[src/rtl/cla_serial_pkg.sv]
// Shared types and sizing helpers for the nibble-serial CLA adder.
package cla_serial_pkg;

   // Sequencer states: wait for a request, walk the slices, present the result.
   typedef enum logic [1:0] {
      StIdle = 2'd0,
      StRun  = 2'd1,
      StDone = 2'd2
   } state_e;

   // Bits handled by one carry-lookahead slice per cycle.
   localparam int unsigned NIB_W = 4;

   // Slice-counter width for a given slice count; never narrower than one bit.
   function automatic int unsigned cnt_width(input int unsigned nib);
      return (nib > 1) ? $clog2(nib) : 1;
   endfunction

   // Slice-counter width for the default 32-bit operand.
   localparam int unsigned CNT_W = cnt_width(32 / NIB_W);

endpackage

[src/rtl/CLA_add4.sv]
// 4-bit carry-lookahead slice with group generate/propagate outputs.
module CLA_add4 (
   input  logic [3:0] a_i,
   input  logic [3:0] b_i,
   input  logic       c_i,
   output logic [3:0] s_o,
   output logic       gm_o,
   output logic       pm_o
);

   logic [3:0] g;
   logic [3:0] p;
   logic [3:0] c;

   // Bit generate/propagate, lookahead carries and group terms.
   always_comb begin
      g    = a_i & b_i;
      p    = a_i ^ b_i;
      c[0] = c_i;
      c[1] = g[0] | (p[0] & c_i);
      c[2] = g[1] | (p[1] & g[0]) | (p[1] & p[0] & c_i);
      c[3] = g[2] | (p[2] & g[1]) | (p[2] & p[1] & g[0]) | (p[2] & p[1] & p[0] & c_i);
      s_o  = p ^ c;
      gm_o = g[3] | (p[3] & g[2]) | (p[3] & p[2] & g[1]) | (p[3] & p[2] & p[1] & g[0]);
      pm_o = &p;
   end

endmodule

[src/rtl/cla_serial_add32.sv]
// Nibble-serial adder/subtractor: one CLA slice per cycle, LSB first, start/done handshake.
module cla_serial_add32
   import cla_serial_pkg::*;
#(
   parameter int unsigned WIDTH = 32
) (
   input  logic             clk_i,
   input  logic             rst_ni,
   input  logic             start_i,
   input  logic             sub_i,
   input  logic [WIDTH-1:0] a_i,
   input  logic [WIDTH-1:0] b_i,
   output logic             busy_o,
   output logic             done_o,
   output logic [WIDTH-1:0] result_o,
   output logic             cout_o,
   output logic             ovf_o,
   output logic             zero_o
);

   localparam int unsigned Nib  = WIDTH / NIB_W;
   localparam int unsigned CntW = cnt_width(Nib);

   state_e            state_q, state_d;
   logic [CntW-1:0]   cnt_q, cnt_d;
   logic              carry_q, carry_d;
   logic [WIDTH-1:0]  opa_q, opa_d;
   logic [WIDTH-1:0]  opb_q, opb_d;
   logic              sign_a_q, sign_a_d;
   logic              sign_b_q, sign_b_d;
   logic [WIDTH-1:0]  result_q, result_d;
   logic              cout_q, cout_d;
   logic              ovf_q, ovf_d;
   logic              zero_q, zero_d;

   logic [NIB_W-1:0]  slice_a, slice_b, slice_sum;
   logic              slice_gm, slice_pm;

   assign slice_a = opa_q[NIB_W*int'(cnt_q) +: NIB_W];
   assign slice_b = opb_q[NIB_W*int'(cnt_q) +: NIB_W];

   CLA_add4 u_slice (
      .a_i  (slice_a),
      .b_i  (slice_b),
      .c_i  (carry_q),
      .s_o  (slice_sum),
      .gm_o (slice_gm),
      .pm_o (slice_pm)
   );

   // Sequencer: accept operands, write one slice per cycle, register flags on the last one.
   always_comb begin
      state_d  = state_q;
      cnt_d    = cnt_q;
      carry_d  = carry_q;
      opa_d    = opa_q;
      opb_d    = opb_q;
      sign_a_d = sign_a_q;
      sign_b_d = sign_b_q;
      result_d = result_q;
      cout_d   = cout_q;
      ovf_d    = ovf_q;
      zero_d   = zero_q;
      unique case (state_q)
         StIdle: begin
            if (start_i) begin
               state_d  = StRun;
               opa_d    = a_i;
               // Subtraction as a + ~b + 1: invert b and seed the carry.
               opb_d    = sub_i ? ~b_i : b_i;
               carry_d  = sub_i;
               cnt_d    = '0;
               sign_a_d = a_i[WIDTH-1];
               sign_b_d = opb_d[WIDTH-1];
               result_d = '0;
            end
         end
         StRun: begin
            result_d[NIB_W*int'(cnt_q) +: NIB_W] = slice_sum;
            // Slice carry-out rebuilt from group generate/propagate.
            carry_d = slice_gm | (slice_pm & carry_q);
            cnt_d   = cnt_q + 1'b1;
            if (cnt_q == CntW'(Nib - 1)) begin
               state_d = StDone;
               cnt_d   = '0;
               cout_d  = carry_d;
               ovf_d   = (sign_a_q == sign_b_q) && (result_d[WIDTH-1] != sign_a_q);
               zero_d  = ~|result_d;
            end
         end
         StDone: begin
            state_d = StIdle;
         end
         default: begin
            state_d = StIdle;
         end
      endcase
   end

   // State and datapath registers; reset aborts any operation in flight.
   always_ff @(posedge clk_i or negedge rst_ni) begin
      if (!rst_ni) begin
         state_q  <= StIdle;
         cnt_q    <= '0;
         carry_q  <= 1'b0;
         opa_q    <= '0;
         opb_q    <= '0;
         sign_a_q <= 1'b0;
         sign_b_q <= 1'b0;
         result_q <= '0;
         cout_q   <= 1'b0;
         ovf_q    <= 1'b0;
         zero_q   <= 1'b0;
      end else begin
         state_q  <= state_d;
         cnt_q    <= cnt_d;
         carry_q  <= carry_d;
         opa_q    <= opa_d;
         opb_q    <= opb_d;
         sign_a_q <= sign_a_d;
         sign_b_q <= sign_b_d;
         result_q <= result_d;
         cout_q   <= cout_d;
         ovf_q    <= ovf_d;
         zero_q   <= zero_d;
      end
   end

   assign busy_o   = (state_q == StRun);
   assign done_o   = (state_q == StDone);
   assign result_o = result_q;
   assign cout_o   = cout_q;
   assign ovf_o    = ovf_q;
   assign zero_o   = zero_q;

endmodule
[config.mk]
export PLATFORM = sky130hd
export DESIGN_NAME = cla_serial_add32
export DESIGN_NICKNAME = d
export VERILOG_FILES = /design/src/rtl/cla_serial_pkg.sv /design/src/rtl/CLA_add4.sv /design/src/rtl/cla_serial_add32.sv
export SDC_FILE = /design/constraint.sdc
export NUM_CORES = 1
export LEC_CHECK = 0
export ABC_AREA = 1
export BUFFER_PORTS_ARGS = -buffer_cell sky130_fd_sc_hd__buf_2
export CORE_MARGIN = 1
export CORE_UTILIZATION = 49
export DETAILED_ROUTE_END_ITERATION = 7
export PLACE_DENSITY = 0.72
export SLEW_MARGIN = 20
export SYNTH_ARGS = -nofsm -noshare
export SYNTH_HDL_FRONTEND = slang
export SYNTH_SLANG_ARGS = --single-unit
[constraint.sdc]
create_clock -name clk_i -period 4.9 [get_ports clk_i]
set_input_delay 1.225 -clock clk_i [delete_from_list [all_inputs] [get_ports clk_i]]
set_output_delay 1.225 -clock clk_i [all_outputs]
set_load 0.05 [all_outputs]
==> impl_metrics.py <==
metrics = {
    "drt": {
        "drt-total-wl_mm": 15.1,
        "route.detailed.drc": 0,
        "route.vias.total": 5252,
        "drtIter0Drc": 316,
        "ant_nets": 0,
        "drtPass1Iterations": 7,
        "avgRoutedWirePerCell_um": 15.4,
        "viasPerCell": 5.36,
    },
    "cells_and_area": {
        "nets": 913,
        "drive_above_1_share_pct": 17.7,
        "nFillCells": 1067,
        "final_cell_mix": "nand2_1 (255), dfrtp_1 (105), buf_2 (103)",
        "layout_commonest_cell": "nand2_1",
        "n_antenna_cell": 0,
        "layout.cells.non_filler": 980,
        "syn2layout_area_growth_pct": 15.9,
    },
    "placement": {
        "dpl.hpwl_mm": 10.8,
        "place.gp.congestion": 0.970,
        "port_buffers": 104,
        "dp.cells": 964,
    },
    "logic_synthesis": {
        "ys_seq_area_share_pct": 46.0,
        "syn-cell-area_mm2": 0.00571,
        "ys_types": 35,
        "synthArstFlopShare_pct": 100,
        "avgSynthCellArea_um2": 7.64,
        "synth_edf_count": 0,
        "synth-seq-cells": 105,
        "yosys_most_used_dff": "dfrtp_1",
        "synth_nets": 828,
        "synth_warnings": 0,
        "syn_inst": 747,
    },
    "critical_path": {
        "cp-start-kind": "flip-flop",
        "cpMaxStageDelayCell": "dfrtp_1",
        "crit_path_end_kind": "flip-flop",
        "worstPathArrival_ns": 3.65,
        "r2r_start": "cnt_q[0]",
        "critical_path_class": "flip-flop to flip-flop",
        "crit_fanout": 27,
        "crit_top_cell": "nand2_1",
        "r2r_cells": 17,
        "cp_cell_sequence": "buf_4 -> o21ai_0 -> o22ai_1 -> nor2_1 -> a31oi_1 -> ha_1 -> or2_2 -> nand2_1 -> nand2_1 -> nand2_1 -> nand4_1 -> nand2_1 -> o21ai_0 -> nand2_1 -> nor2_1 -> nand3_1 -> nand2_1",
        "slowest_delay_ns": 0.62,
        "reg2reg_slack_ns": 1.50,
        "worstPathRequired_ns": 5.15,
        "timing.critical_path.from": "cnt_q[0]",
        "worstSetupEndpoint": "zero_o",
        "path_delay_family": "simple AND/OR/NAND/NOR gates",
        "critical_path_depth": 17,
        "path_buf_inv": 1,
        "critical_path.reg2reg.endpoint": "zero_o",
    },
    "clocking": {
        "cts_resized": 0,
        "cts_setup_buffers": 0,
        "insertion_delay_ns": 0.35,
        "clk_path_buf_depth": 2,
        "cts_tree": "yes",
        "htreeDepth": 3,
        "root_buffer": "clkbuf_16",
        "cts_inserted_buffers": 9,
        "clock-sinks": 105,
        "clkTransAtPathRegs_ns": 0.07,
        "ctsHoldBuffers": 0,
    },
    "floorplanning": {
        "row_count": 39,
        "design.core.area_mm2": 0.0114,
        "dieArea_mm2": 0.0121,
        "die_h_um": 110,
        "initial_core_util_pct": 50.2,
        "boundaryPins": 105,
        "die_x_um": 110,
    },
    "power": {
        "swShare_pct": 52.5,
        "power_density_mw_per_mm2": 823,
        "power.internal_mw": 2.59,
        "power.share.combinational_pct": 58.6,
        "power.static_leakage_nw": 3.47,
        "max-vdd-ir-drop_mv": 0.406,
        "seqPwrFrac_pct": 27.4,
        "clkPwrFrac_pct": 13.9,
        "p_sw_mw": 2.86,
    },
    "global_routing": {
        "grt_overflow_total": 0,
        "grt_pass1_wl_mm": 24.6,
        "antenna_found_initial": 0,
        "grt_pass1_vias": 5085,
        "track_usage_pct": 26.9,
        "grt_max_degree": 84,
    },
    "sta": {
        "clock_skew_ns": 0.00757,
        "hold_viol": 0,
        "finalMaxSlewViolations": 0,
        "slew_headroom_pct": 39.4,
        "setup_viol_count_final": 0,
        "worstMarginPinSlew_ns": 0.909,
        "max_freq_ghz": 0.294,
        "period_minus_slack_ns": 3.40,
        "tns_ns": 0,
        "fin_crit_sh_pct": 69.4,
        "rsz0062_at_grt": "false",
    },
    "run_status": {
        "status": "finished clean",
    },
    "run": {
        "cap_violations": 0,
    },
    "hold_path": {
        "hold_path.class": "flip-flop to flip-flop",
    },
}
-- metrics by stage --
step	utilization [%]	worst slack, ns	hold WS (ns)	power [mW]	area, um^2
after floorplan	-	2.14	0.437	3.84	5710
after global placement	55.4	1.58	0.448	4.59	6300
after detailed placement	55.4	1.55	0.454	4.65	6300
after CTS	58.2	1.55	0.472	5.42	6610
after global routing	58.2	1.28	0.484	5.91	6620
final	58.2	1.50	0.472	5.45	6620
-- metal layers --
| layer | vias to the layer above | GRT usage [%] | share of wire (%) |
|---|---|---|---|
| met5 | - | 0 | 0 |
| met4 | 0 | 11.7 | 2.8 |
| met3 | 29 | 3.38 | 3.9 |
| met2 | 152 | 43.0 | 47 |
| met1 | 2493 | 36.7 | 47 |
| li1 | 2578 | - | - |
-- how the worst min path moves through the flow --
stage / start / end / slack, ns / cells after the start
after floorplan: opa_q[12] / opa_q[12] / 0.44 / 2
after global placement: opa_q[12] / opa_q[12] / 0.45 / 2
after detailed placement: opa_q[13] / opa_q[13] / 0.45 / 2
after CTS: opa_q[13] / opa_q[13] / 0.47 / 2
after global routing: opa_q[25] / opa_q[25] / 0.48 / 2
final: opa_q[6] / opa_q[6] / 0.47 / 2
-- cells in the mapped netlist (2+ instances only) --
cell        n  share of area [%]
xnor2_1    16                2.5
nand2_1   255                 17
o22ai_1    21                2.3
dfrtp_1   105                 46
a21oi_1    19                1.7
nand2_2     4               0.44
buf_2       4               0.35
buf_1       2               0.13
or2_2       2               0.22
xor2_1     16                2.5
buf_6       2               0.39
ha_1       12                2.6
clkinv_1    2               0.13
nand4_1     6               0.66
a31oi_1     8               0.88
o21ai_0    83                7.3
o21ai_1     5               0.44
nor2_1     49                3.2
nand3_1    33                2.9
inv_2       6               0.39
nor2_2      3               0.33
clkbuf_1   26                1.7
a22o_1      5               0.77
inv_1      52                3.4
-- power by group through the flow --
stage          logic [mW]  registers, mW  clock network, mW
2_1_floorplan        2.04           1.80                  0
3_3_place_gp         3.10           1.49                  0
3_5_place_dp         3.15           1.50                  0
4_1_cts              3.17           1.49              0.768
5_1_grt              3.57           1.54              0.803
6_report             3.19           1.49              0.760
-- state kept, by name (all words and copies together) (netlist names) --
register and count:
carry_q 1, cnt_q 3, cout_o 1, opa_q 32
opb_q 32, ovf_o 1, result_o 32, state_q 2
zero_o 1
-- logic make-up (layout without fill, tap and decap cells) --
kind of cell	after synthesis	after routing	share of synthesized area, %
xor+xnor	32	32	4.91
buf+inv	97	187	6.86
simple gates	357	357	25.6
fa+ha+maj	13	13	2.98
compound gates	143	143	13.6
flops	105	105	46.0
-- worst min-delay path: cells and delay by family (launching register included) --
family	cells	cell delay, ns
flip-flops	1	0.34
AND/OR/NAND/NOR	2	0.09
-- final cells by class --
cell class              instances  area [um^2]  share of cell area (%)
inverters                      62          236                    3.57
clock buffers                  10          239                    3.61
flip-flops and latches        105         2630                    39.7
clock inverters                 6         72.6                    1.10
well taps                     143          179                    2.70
repair buffers                109          564                    8.53
multi-input cells             545         2700                    40.8
Power figures use the tool's default switching activity.
